$ cat src/rtl/pipe_pkg.sv
// Shared definitions for the inter-stage pipeline registers.
// Holds the stage occupancy encoding, default bundle widths per pipeline
// boundary, and bit positions of the named control fields inside a ctrl bundle.
package pipe_pkg;

  // Occupancy is {skid_v, main_v}; 2'b10 cannot occur in normal operation.
  typedef enum logic [1:0] {
    ST_EMPTY = 2'b00,
    ST_FULL  = 2'b01,
    ST_SKID  = 2'b11
  } pipe_state_e;

  // Default bundle widths for each pipeline boundary.
  localparam int IFID_CTRL_W  = 16;
  localparam int IFID_DATA_W  = 64;   // pc, instruction
  localparam int IDEX_CTRL_W  = 16;
  localparam int IDEX_DATA_W  = 176;  // pc, rs1/rs2 values, imm, rd/rs indices
  localparam int EXMEM_CTRL_W = 16;
  localparam int EXMEM_DATA_W = 112;  // alu result, store data, rd, branch target
  localparam int MEMWB_CTRL_W = 16;
  localparam int MEMWB_DATA_W = 80;   // load data, alu result, rd

  // Control field positions inside a ctrl bundle. An all-zero bundle is a NOP.
  localparam int CTRL_REG_WRITE_BIT = 0;
  localparam int CTRL_MEM_WRITE_BIT = 1;
  localparam int CTRL_MEM_READ_BIT  = 2;
  localparam int CTRL_BRANCH_BIT    = 3;
  localparam int CTRL_ALU_CTRL_LSB  = 4;
  localparam int CTRL_ALU_CTRL_W    = 4;
  localparam int CTRL_MEM_TO_REG_BIT = 8;
  localparam int CTRL_ALU_SRC_BIT   = 9;
  localparam int CTRL_JUMP_BIT      = 10;

endpackage

$ cat src/rtl/pipe_stage_skid.sv
// Pipeline stage register carrying ctrl + data bundles over valid/ready.
// Latency 1 cycle; optional 2-entry skid keeps full throughput with in_ready registered.
// Backpressure: SKID_EN=1 in_ready = !skid_v; SKID_EN=0 in_ready = !main_v | out_ready.
// Ports: Clk/Rst (sync, active-high); in_valid/in_ready/ctrl_in/data_in upstream;
//   out_valid/out_ready/ctrl_out/data_out downstream; flush empties the stage;
//   bubble_cnt counts cycles with out_valid=0, saturating.
module pipe_stage_skid
  import pipe_pkg::*;
#(
  parameter int CTRL_W  = 16,
  parameter int DATA_W  = 176,
  parameter bit SKID_EN = 1'b1,
  parameter int CNT_W   = 16
) (
  input  logic              Clk,
  input  logic              Rst,
  input  logic              in_valid,
  output logic              in_ready,
  input  logic [CTRL_W-1:0] ctrl_in,
  input  logic [DATA_W-1:0] data_in,
  input  logic              flush,
  output logic              out_valid,
  input  logic              out_ready,
  output logic [CTRL_W-1:0] ctrl_out,
  output logic [DATA_W-1:0] data_out,
  output logic [CNT_W-1:0]  bubble_cnt
);

  pipe_state_e state, state_nxt;

  logic              main_v, skid_v;
  logic [CTRL_W-1:0] main_ctrl, skid_ctrl;
  logic [DATA_W-1:0] main_data, skid_data;

  logic in_fire, out_fire;
  logic load_main_in, load_main_skid, load_skid;

  assign main_v = state[0];
  assign skid_v = state[1];

  // With the skid buffer, in_ready is a pure register output so no
  // combinational ready path crosses the stage.
  assign in_ready  = SKID_EN ? !skid_v : (!main_v | out_ready);
  assign in_fire   = in_valid & in_ready;
  assign out_valid = main_v;
  assign out_fire  = main_v & out_ready;

  assign ctrl_out = main_v ? main_ctrl : '0;
  assign data_out = main_data;

  always_ff @(posedge Clk) begin
    if (Rst) state <= ST_EMPTY;
    else     state <= state_nxt;
  end

  always_comb begin
    state_nxt      = state;
    load_main_in   = 1'b0;
    load_main_skid = 1'b0;
    load_skid      = 1'b0;
    if (flush) begin
      // Any beat accepted this cycle is swallowed; payload regs keep their contents.
      state_nxt = ST_EMPTY;
    end else if (SKID_EN) begin
      unique case (state)
        ST_EMPTY: begin
          if (in_fire) begin
            load_main_in = 1'b1;
            state_nxt    = ST_FULL;
          end
        end
        ST_FULL: begin
          if (in_fire && out_fire) begin
            load_main_in = 1'b1;
          end else if (in_fire) begin
            load_skid = 1'b1;
            state_nxt = ST_SKID;
          end else if (out_fire) begin
            state_nxt = ST_EMPTY;
          end
        end
        ST_SKID: begin
          if (out_fire) begin
            load_main_skid = 1'b1;
            state_nxt      = ST_FULL;
          end
        end
        default: state_nxt = ST_EMPTY;
      endcase
    end else begin
      if (in_fire) begin
        load_main_in = 1'b1;
        state_nxt    = ST_FULL;
      end else if (out_fire) begin
        state_nxt = ST_EMPTY;
      end
    end
  end

  always_ff @(posedge Clk) begin
    if (Rst) begin
      main_ctrl <= '0;
      main_data <= '0;
      skid_ctrl <= '0;
      skid_data <= '0;
    end else begin
      if (load_main_in) begin
        main_ctrl <= ctrl_in;
        main_data <= data_in;
      end else if (load_main_skid) begin
        main_ctrl <= skid_ctrl;
        main_data <= skid_data;
      end
      if (load_skid) begin
        skid_ctrl <= ctrl_in;
        skid_data <= data_in;
      end
    end
  end

  always_ff @(posedge Clk) begin
    if (Rst) begin
      bubble_cnt <= '0;
    end else if (!main_v && (bubble_cnt != {CNT_W{1'b1}})) begin
      bubble_cnt <= bubble_cnt + CNT_W'(1);
    end
  end

endmodule

$ cat config.mk
export PLATFORM = sky130hd
export DESIGN_NAME = pipe_stage_skid
export DESIGN_NICKNAME = d
export VERILOG_FILES = /design/src/rtl/pipe_pkg.sv /design/src/rtl/pipe_stage_skid.sv
export SDC_FILE = /design/constraint.sdc
export NUM_CORES = 1
export LEC_CHECK = 0
export ABC_AREA = 1
export ABC_CLOCK_PERIOD_IN_PS = 2500
export CAP_MARGIN = 20
export CORE_ASPECT_RATIO = 1.75
export CORE_UTILIZATION = 29
export CTS_CLUSTER_SIZE = 14
export DETAILED_ROUTE_END_ITERATION = 10
export PLACE_DENSITY_LB_ADDON = 0.05
export SLEW_MARGIN = 10
export SYNTH_ARGS = -nofsm -noshare
export SYNTH_HDL_FRONTEND = slang
export SYNTH_SLANG_ARGS = --single-unit
$ cat constraint.sdc
create_clock -name Clk -period 2.5 [get_ports Clk]
set_input_delay 0.375 -clock Clk [delete_from_list [all_inputs] [get_ports Clk]]
set_output_delay 0.375 -clock Clk [all_outputs]
set_load 0.05 [all_outputs]
# Word-level counts from Yosys, hierarchy flattened
# Cells that the tools add are included.
[totals]
ff_bits = 402
input_bits = 197
output_inout_bits = 210
[classes]
addsub = 1
eq_ne = 7
n_mux = 21
bitwise_logic = 2
n_reduce_logical = 8
[ops]
columns = ["op", "count"]
rows = [
  ["two-way mux 176 bit", 2],
  ["two-way mux 16 bit", 3],
  ["adder 16 x 1 -> 16 bit, second input constant", 1],
  ["inequality test 16 bit, second input constant", 1],
  ["two-way mux 2 bit", 5],
  ["two-way mux 1 bit", 9],
  ["inequality test 2 bit, second input constant", 3],
  ["one-hot mux 2 bit (3 select lines)", 1],
  ["AND reduction 4 bit", 1],
  ["inequality test 3 bit, second input constant", 1],
  ["bitwise AND 1 bit", 2],
  ["equality test 2 x 1 -> 1 bit, second input constant", 1],
  ["equality test 2 bit, second input constant", 1],
  ["logical AND 1 bit", 2],
  ["zero test 1 bit", 2],
  ["zero test 2 bit", 1],
  ["one-hot mux 1 bit (2 select lines)", 1],
  ["nonzero test 2 bit", 1],
  ["OR reduction 2 bit", 1],
]

# Longest topological paths before layout
# Gate-level depths: netlist of run 1.
[depth]
depth_word = 7
depth_mapped = 11

# Worst setup path after synthesis of run 1
# OpenSTA, ideal clock, no wires.
[synth_path]
kind = "register -> register"
from = "register state[0]"
to = "register main_data[161], in the netlist data_out[161]"
setup_time_ns = 0.070
t_arrival_ns = 2.194
setup_slack_ns = 0.236
stages_incl_launch_ff = 11
path_buffers = 3
period_less_slack_ns = 2.264
path_cell_list = "dfxtp_1 clkbuf_1 inv_1 ha_1 nand2_1 nand2_1 nand2_1 buf_2 buf_2 nand3_1 a21oi_1"
[synth_via]
elab_chain_len = 6
word_cells_on_any_way = 13
[synth_rtl]
columns = ["element", "line_no", "source"]
rows = [
  ["from (decl)", "pipe_stage_skid.sv:29", "pipe_state_e state, state_nxt;"],
  ["from (signal assigned)", "pipe_stage_skid.sv:53", "else state <= state_nxt;"],
  ["bitwise AND 1 bit", "pipe_stage_skid.sv:46", "assign out_fire = main_v & out_ready;"],
  ["logical AND 1 bit", "pipe_stage_skid.sv:73", "if (in_fire && out_fire) begin"],
  ["two-way mux 1 bit", "pipe_stage_skid.sv:73", ""],
  ["one-hot mux 1 bit (2 select lines)", "pipe_stage_skid.sv:65", "unique case (state)"],
  ["two-way mux 1 bit", "pipe_stage_skid.sv:61", "if (flush) begin"],
  ["two-way mux 176 bit or nonzero test 2 bit (tied branches)", "--", ""],
  ["to (signal assigned)", "pipe_stage_skid.sv:109", "main_data <= data_in;"],
  ["to (signal assigned)", "pipe_stage_skid.sv:112", "main_data <= skid_data;"],
  ["to (decl)", "pipe_stage_skid.sv:33", "logic [DATA_W-1:0] main_data, skid_data;"],
]
# Parallel ways exist; a longest one is shown, timed or not.
# A chain may end at the register's enable or synchronous reset.

# Worst setup path after layout of run 1
[layout_path]
from = "register bubble_cnt[2]"
to = "output port bubble_cnt[2]"
[layout_rtl]
columns = ["element", "line_no", "source"]
rows = [
  ["from (decl)", "pipe_stage_skid.sv:26", "output logic [CNT_W-1:0] bubble_cnt"],
  ["from (signal assigned)", "pipe_stage_skid.sv:125", "bubble_cnt <= bubble_cnt + CNT_W'(1);"],
]
# No word-level cell between the ends.

==> results of run 1 <==
worst paths after layout:
kind | startpoint | to | slack, ns | cells after the start
min | Rst | main_ctrl[3] | 0.23 | 2
max reg2reg | state[0] | skid_data[160] | 0.32 | 7
max | bubble_cnt[2] | bubble_cnt[2] | 0.20 | 1
min reg2reg | data_out[50] | data_out[50] | 0.48 | 2
power by group:
part           internal, mW  switching [mW]  total [mW]
registers              6.68           0.164        6.84
clock network          3.66            2.71        6.36
logic                 0.892            1.67        2.56
stage by stage:
stage	std cells	cell area, µm²	util, %
after CTS	3641	24200	39.6
after floorplan	2559	17900	-
final	3646	24200	39.6
after global placement	3571	22900	37.4
after detailed placement	3571	22900	37.4
after global routing	3642	24200	39.6
cell usage after synthesis:
library cell  instances  share of area, %
a21oi_1             206               5.8
buf_1                 3             0.063
buf_2               140               3.9
buf_4                 3              0.13
clkbuf_1             90               1.9
dfxtp_1             402                45
ha_1                  5              0.35
inv_1               225               4.7
inv_2                 3             0.063
nand2_1             269               5.6
nand3_1             394                11
nand3_2               1             0.056
nand4_1             197               6.9
nor2_1              415               8.7
nor2_2                1             0.035
nor2_4                1             0.063
nor3_2                1             0.056
o21ai_0             195               5.4
o21ai_2               1             0.049
xnor2_1               3              0.15
xor2_1                4              0.20
sequential cells by signal, indices dropped and copies added (netlist names):
name / count
bubble_cnt: 16
main_ctrl: 16
skid_ctrl: 16
skid_data: 176
state: 2
data_out: 176
per-layer routing:
metal / part of all wire [%] / GRT usage (%) / up-vias
met5: 0.14 / 0 / -
met3: 8.1 / 5.36 / 98
met1: 42 / 26.5 / 8852
met2: 47 / 35.9 / 664
li1: - / - / 9032
met4: 3.0 / 8.15 / 14
layout by cell type (no fill, tap or decap), drive strengths merged:
cell and n:
a21oi 206, buf 66, bufinv 2, clkbuf 65
clkdlybuf4s50 388, clkinv 4, dfxtp 402, diode 5
ha 5, inv 228, nand2 269, nand3 395
nand4 197, nor2 417, nor3 1, o21ai 196
xnor2 3, xor2 4
timing repair:
item / 4_1_cts / 5_1_grt
gates resized for setup: 0 / 1
hold buffers: 0 / 0
endpoints found under the setup margin: 0 / 61
logic make-up (layout without fill, tap and decap cells):
family	count (synthesis)	after routing	synth area share [%]
compound gates	402	402	11.2
xor+xnor	7	7	0.342
fa+ha+maj	5	5	0.349
buf+inv	464	753	10.8
flops	402	402	44.9
other cells	0	5	0
simple gates	1279	1279	32.4
final cells by class:
cell class,instances,area share (%)
Sequential cell,402,33.2
Inverter,228,3.61
Clock inverter,6,0.331
Timing Repair Buffer,455,20.5
Multi-Input combinational cell,1693,33.0
Tap cell,793,4.10
Antenna cell,5,0.0516
Clock buffer,64,5.19
==> results.md, run 1 <==
* 1st-pass router iterations at 5
* Die Ht at 331 µm
* Via/cell ratio at 5.12
* Clk buf depth at 3
* Die ar. at 0.0628 mm²
* Worst-margin pin slew at 0.770 ns
* Setup Skew at 0.0205 ns
* Top Family by Delay on Critical Path: buffers and inverters
* Initial DRC count at 1146
* Outcome: complete, no violations
* Total power at 15.8 mW
* Fin. max-slew vios at 0
* Routability Congestion at 0.780
* Site Rows at 120
* CTS Buf Count at 43
* First-pass GRT wire length at 107 mm
* Layout cells sized above 1 at 4.81%
* Post-Syn Nets at 2761
* Nets at 3025
* Sequential share of the synthesized area at 44.9%
* Hold WS at 0.227 ns
* Hold/Removal Path Class: input port to flip-flop
* Cells along the critical path: clkdlybuf4s50_1
* Peak Freq at 0.435 GHz
* Mapped Area at 0.0179 mm²
* Hold Vio Cnt, Final at 0
* DRC Markers at 0
* Pre-CTS WS at -0.0113 ns
* CTS Sinks at 402
* CTS tree: done
* Endpoints failing setup at 0
* Clock transition at path regs at 0.06 ns
* Startpoint types: flip-flop
* Mean post-synth cell area at 7.00 µm²
* Post-layout worst setup margin at 0.204 ns
* Initial core utilization at 29.3%
* CORE AREA at 0.0611 mm²
* Largest stage delay, worst path at 0.89 ns
* CP Class: flip-flop to output pin
* Largest net degree at the start of global routing at 113
* Initial antenna violation count at 11
* Number of top-level pins at 407
* Post-CTS Setup Inserts at 0
* Slew headroom at 48.7%
* Worst Path Buf+Inv at 1
* Number of max-cap violations at 0
* VDD IR max at 489 µV
* Htree depth at 2
* DRT Wirelength at 69.4 mm
* CTS Root Cell: clkbuf_16
* CP Data Required Time at 2.12 ns
* Arrival time worst endpoint at 1.92 ns
* Setup_tns at 0 ns
* Crit share post-route at 91.9%
* Total track usage at 21.5%
* RSZ-0062 raised after global routing: no
* Final ANT Viol Nets at 0
* Crit path max-delay cell type: clkdlybuf4s50_1
* Reg area at 0.00805 mm²
* Chip width at 190 µm
* Clk_lat worst skew at 0.56 ns
* Syn Inst Count at 2559
* Hpwl dp at 42.4 mm
* Filler instances at 6322
* Synth unique cells at 21
* Layout area overhead at 35.2%
* Multi-input logic area at 0.00799 mm²
* Synth Register Bits at 402
* Via count at 18700
* CP endpoint kind: output pin
* Syn. warnings at 0
* IO buf count at 406
* PD cells at 651 mW/mm²
* Routed WL per cell at 19.0 µm
* CP Max Fanout at 7
* Min cycle time layout at 2.30 ns
* Vias in the first global route at 18000
* Leak at 9.87 nW
* GRT overflow at 0
No activity file was read; power rests on OpenSTA's default activity.
==> run 2, diff against run 1 <==
--- a/config.mk
+++ b/config.mk
@@ -13,6 +13,7 @@
 export CTS_CLUSTER_SIZE = 14
 export DETAILED_ROUTE_END_ITERATION = 10
 export PLACE_DENSITY_LB_ADDON = 0.05
+export SETUP_SLACK_MARGIN = 0.4
 export SLEW_MARGIN = 10
 export SYNTH_ARGS = -nofsm -noshare
 export SYNTH_HDL_FRONTEND = slang
==> run 2 against run 1 <==
Effect of this change:
- highest routed layer unchanged
- flip-flop and latch count stayed put
- setup slack better by 0.28 ns
- sequential share of layout area is 0.067 points lower
- global-route usage is 0.46 points higher
==> results.md, run 2 (synthesis gave the netlist of run 1 again) <==
* Layout area overhead at 35.5%
* Clock transition at path regs at 0.06 ns
* Chip width at 190 µm
* Vias in the first global route at 18200
* Initial core utilization at 29.3%
* Met2 wire length at 35.5 mm
* RSZ-0062 raised after global routing: no
* VDD IR max at 460 µV
* PD cells at 663 mW/mm²
* Largest stage delay, worst path at 0.58 ns
* CP Data Required Time at 2.12 ns
* Worst Path Buf+Inv at 1
* Slew headroom at 43.6%
* Site Rows at 120
* DRC Markers at 0
* Most frequent cells in the layout: nor2_1 (413), dfxtp_1 (400), nand3_1 (394), nand2_1 (266), inv_1 (223)
* First-pass GRT wire length at 109 mm
* Final ANT Viol Nets at 0
* Arrival time worst endpoint at 1.64 ns
* Number of top-level pins at 407
* CP Max Fanout at 7
* Routability Congestion at 0.780
* Cells along the critical path: dlygate4sd2_1
* Layout cells sized above 1 at 5.85%
* Die ar. at 0.0628 mm²
* Pre-CTS WS at 0.0667 ns
* Filler instances at 6433
* Leak at 10.9 nW
* Largest net degree at the start of global routing at 135
* Via count at 18800
* Clk_lat worst skew at 0.58 ns
* IO buf count at 406
* Initial DRC count at 1036
* Hold/Removal Path Class: input port to flip-flop
* GRT overflow at 0
* Die Ht at 331 µm
* Hpwl dp at 43.3 mm
* Crit path max-delay cell type: dlygate4sd2_1
* Nets at 3041
* Clk buf depth at 3
* Post-layout worst setup margin at 0.480 ns
* CORE AREA at 0.0611 mm²
* Hold WS at 0.255 ns
* Via/cell ratio at 5.12
* Leading cell type in the layout, fill and taps excluded: nor2_1
* CP endpoint kind: output pin
* Total track usage at 22.0%
* Min cycle time layout at 2.02 ns
* CTS Hold Bufs at 0
* Routed wl met3 at 5.84 mm
* Number of max-cap violations at 0
* Initial antenna violation count at 12
* Fin. max-slew vios at 0
* Startpoint types: flip-flop
* Routed WL per cell at 19.8 µm
* Outcome: complete, no violations
* Htree depth at 2
* Total power at 16.1 mW
* Peak Freq at 0.495 GHz
* M1 WL at 29.2 mm
* CTS Buf Count at 43
* Hold Vio Cnt, Final at 0
* Setup_tns at 0 ns
* Top Layer Used: met5
* Crit share post-route at 80.8%
* Worst-margin pin slew at 0.846 ns
* Endpoints failing setup at 0
* Core Util, Final at 39.7%
* Top Family by Delay on Critical Path: buffers and inverters
* DRT Wirelength at 72.7 mm
* Setup Skew at 0.0180 ns
* CTS Root Cell: clkbuf_16
* CTS Sinks at 402
* CP Class: flip-flop to output pin
* CTS tree: done
* 1st-pass router iterations at 5
-- run 2: worst paths after layout --
kind	cells after the start	endpoint	from	slack [ns]
hold reg to reg	2	data_out[27]	data_out[27]	0.48
hold / removal	2	bubble_cnt[5]	Rst	0.26
setup reg to reg	8	data_out[63]	state[0]	0.55
setup / recovery	1	bubble_cnt[2]	bubble_cnt[2]	0.48
-- run 2: routing by layer --
metal	track usage, %	vias up
li1	-	9098
met1	25.9	8911
met2	37.9	663
met3	5.83	116
met4	7.98	20
met5	0	-
-- run 2: stage by stage --
stage | std cells | instance area (µm²)
floorplan | 2559 | 17900
global placement | 3578 | 22800
detailed placement | 3578 | 22800
CTS | 3659 | 24100
global route | 3669 | 24300
finish | 3672 | 24300
-- run 2: cell type report --
class / instances / area (µm²) / share of cell area (%)
Antenna cell: 5 / 12.5 / 0.0515
Clock buffer: 67 / 1310 / 5.38
Clock inverter: 13 / 133 / 0.546
Inverter: 228 / 897 / 3.69
Multi-Input combinational cell: 1694 / 8020 / 33.0
Sequential cell: 402 / 8050 / 33.1
Tap cell: 793 / 992 / 4.09
Timing Repair Buffer: 470 / 4870 / 20.0
-- run 2: what timing repair did --
item                                    4_1_cts  5_1_grt
setup buffers                                 0        3
pin swaps                                     0        3
resized for setup                           200       15
cloned                                        1        5
endpoints found under the setup margin      260      324
-- run 2: report_power, final --
group          internal [mW]  leakage (nW)  total [mW]  switching (mW)
Sequential              6.68          3.26        6.83           0.152
Clock                   3.81         0.713        6.66            2.84
Combinational          0.861          6.93        2.61            1.75
==> run 3, diff against run 2 <==
--- a/config.mk
+++ b/config.mk
@@ -6,7 +6,7 @@
 export NUM_CORES = 1
 export LEC_CHECK = 0
 export ABC_AREA = 1
-export ABC_CLOCK_PERIOD_IN_PS = 2500
+export ABC_CLOCK_PERIOD_IN_PS = 1900
 export CAP_MARGIN = 20
 export CORE_ASPECT_RATIO = 1.75
 export CORE_UTILIZATION = 29
==> constraint.sdc (replaced) <==
create_clock -name Clk -period 1.9 [get_ports Clk]
set_input_delay 0.285 -clock Clk [delete_from_list [all_inputs] [get_ports Clk]]
set_output_delay 0.285 -clock Clk [all_outputs]
set_load 0.05 [all_outputs]
==> run 3 against run 2 <==
Effect of this change:
- clock skew about the same
- total power rose by 39%
- cell area rose by 15%
- clock power grew 34%
- sequential share of layout area down 4.3 points
- combinational power increased by 73%
- critical path depth increased by 5
- critical path type unchanged
- critical endpoint is now ctrl_out[2]
- non-clock buffer count up 153
- largest cell class is now multi-input gates
- the flow now finishes with violations (negative setup slack)
==> results.md, run 3 (synthesis gave the netlist of run 1 again) <==
* Outcome: finished, violations left
* Failing checks: negative setup slack
* Vias in the first global route at 17800
* Hold path cells at 4
* Worst-margin pin slew at 0.610 ns
* Pre-CTS WS at -0.310 ns
* Layout cells sized above 1 at 22.3%
* Via/cell ratio at 5.17
* Setup_tns at -0.251 ns
* Final std cells w/o fill at 3822
* Initial antenna violation count at 6
* IO buf count at 406
* Peak Freq at 0.514 GHz
* Clk buf depth at 3
* Fin. max-slew vios at 0
* Arrival time worst endpoint at 1.66 ns
* Hold WS at 0.123 ns
* Total track usage at 22.2%
* Hold/Removal Path Class: input port to flip-flop
* Final instance area at 0.0279 mm²
* Most used routing layer: met2
* Number of top-level pins at 407
* CTS Hold Bufs at 0
* CTS Root Cell: clkbuf_16
* Chip width at 190 µm
* Met1 Usage GRT at 27.8%
* Initial core utilization at 29.3%
* R2R cell count at 11
* Total power at 22.4 mW
* VDD IR max at 627 µV
* Slew headroom at 59.3%
* Final ANT Viol Nets at 0
* Via count at 19800
* Number of placed instances with taps included at 3631
* Core Util, Final at 45.7%
* Crit share post-route at 102%
* Met3 Use GR at 5.29%
* Area after DPL at 0.0236 mm²
* RSZ-0062 raised after global routing: yes
* Layout area overhead at 55.8%
* Routed WL per cell at 22.4 µm
* Site Rows at 120
* CP Max Fanout at 7
* CP Data Required Time at 1.62 ns
* Setup Skew at 0.0175 ns
* Post-layout worst setup margin at -0.0442 ns
* Most frequent cells in the layout: dfxtp_1 (393), nor2_1 (376), nand3_1 (362), nand2_1 (249), inv_1 (205)
* Hold Vio Cnt, Final at 0
* Leading cell type in the layout, fill and taps excluded: dfxtp_1
* Startpoint types: flip-flop
* Met2 usage at 37.9%
* CORE AREA at 0.0611 mm²
* CTS tree: done
* Htree depth at 2
* 1st-pass router iterations at 7
* Clock transition at path regs at 0.07 ns
* CP Class: flip-flop to output pin
* Largest net degree at the start of global routing at 93
* Number of max-cap violations at 0
* Min cycle time layout at 1.94 ns
* Clk_lat worst skew at 0.58 ns
* Die Ht at 331 µm
* Endpoints failing setup at 23
* PD cells at 803 mW/mm²
* DRC Markers at 0
* GRT overflow at 0
* Leak at 12.0 nW
* CP endpoint kind: output pin
* DRT Wirelength at 85.6 mm
* Nets at 3195
* Die ar. at 0.0628 mm²
* Routability Congestion at 0.777
* CTS Buf Count at 43
* First-pass GRT wire length at 109 mm
* CTS Sinks at 402
* Initial DRC count at 1467
* Hpwl dp at 44.8 mm
## run 3: final timing paths
path,startpoint,end,slack [ns]
max reg2reg,state[0],data_out[42],-0.02
max,state[0],ctrl_out[2],-0.04
min reg2reg,data_out[49],data_out[49],0.47
min,Rst,skid_ctrl[9],0.12
## run 3: cell type report
type | count | area (µm²)
Antenna cell | 4 | 10.0
Clock buffer | 67 | 1310
Clock inverter | 10 | 135
Fill cell | 6098 | 33200
Inverter | 228 | 920
Multi-Input combinational cell | 1693 | 8710
Sequential cell | 402 | 8060
Tap cell | 793 | 992
Timing Repair Buffer | 623 | 7750
Timing Repair inverter | 2 | 27.5
## run 3: report_power, final
part           switching [mW]  internal, mW
Clock                    3.75          5.15
Combinational            2.69          1.82
Sequential              0.218          8.79
## run 3: worst max-delay path, stage by stage, from the launching register on
cell and delay [ns]:
dfxtp_4 0.35, buf_4 0.15, buf_6 0.13, buf_16 0.14, nand2_2 0.10, inv_2 0.05
buf_12 0.14
## run 3: per-layer routing
layer  share of wire (%)  vias to the layer above
met5               0.067                        -
met4                 2.6                        8
met3                 7.3                      112
met2                  51                      795
met1                  39                     9446
li1                    -                     9415
## run 3: repair_timing
action | 4_1_cts | 5_1_grt
resized for setup | 905 | 270
cloned | 7 | 75
pin swaps | 4 | 50
endpoints found under the hold margin | 0 | 0
endpoints found under the setup margin | 583 | 478
setup buffers | 18 | 10
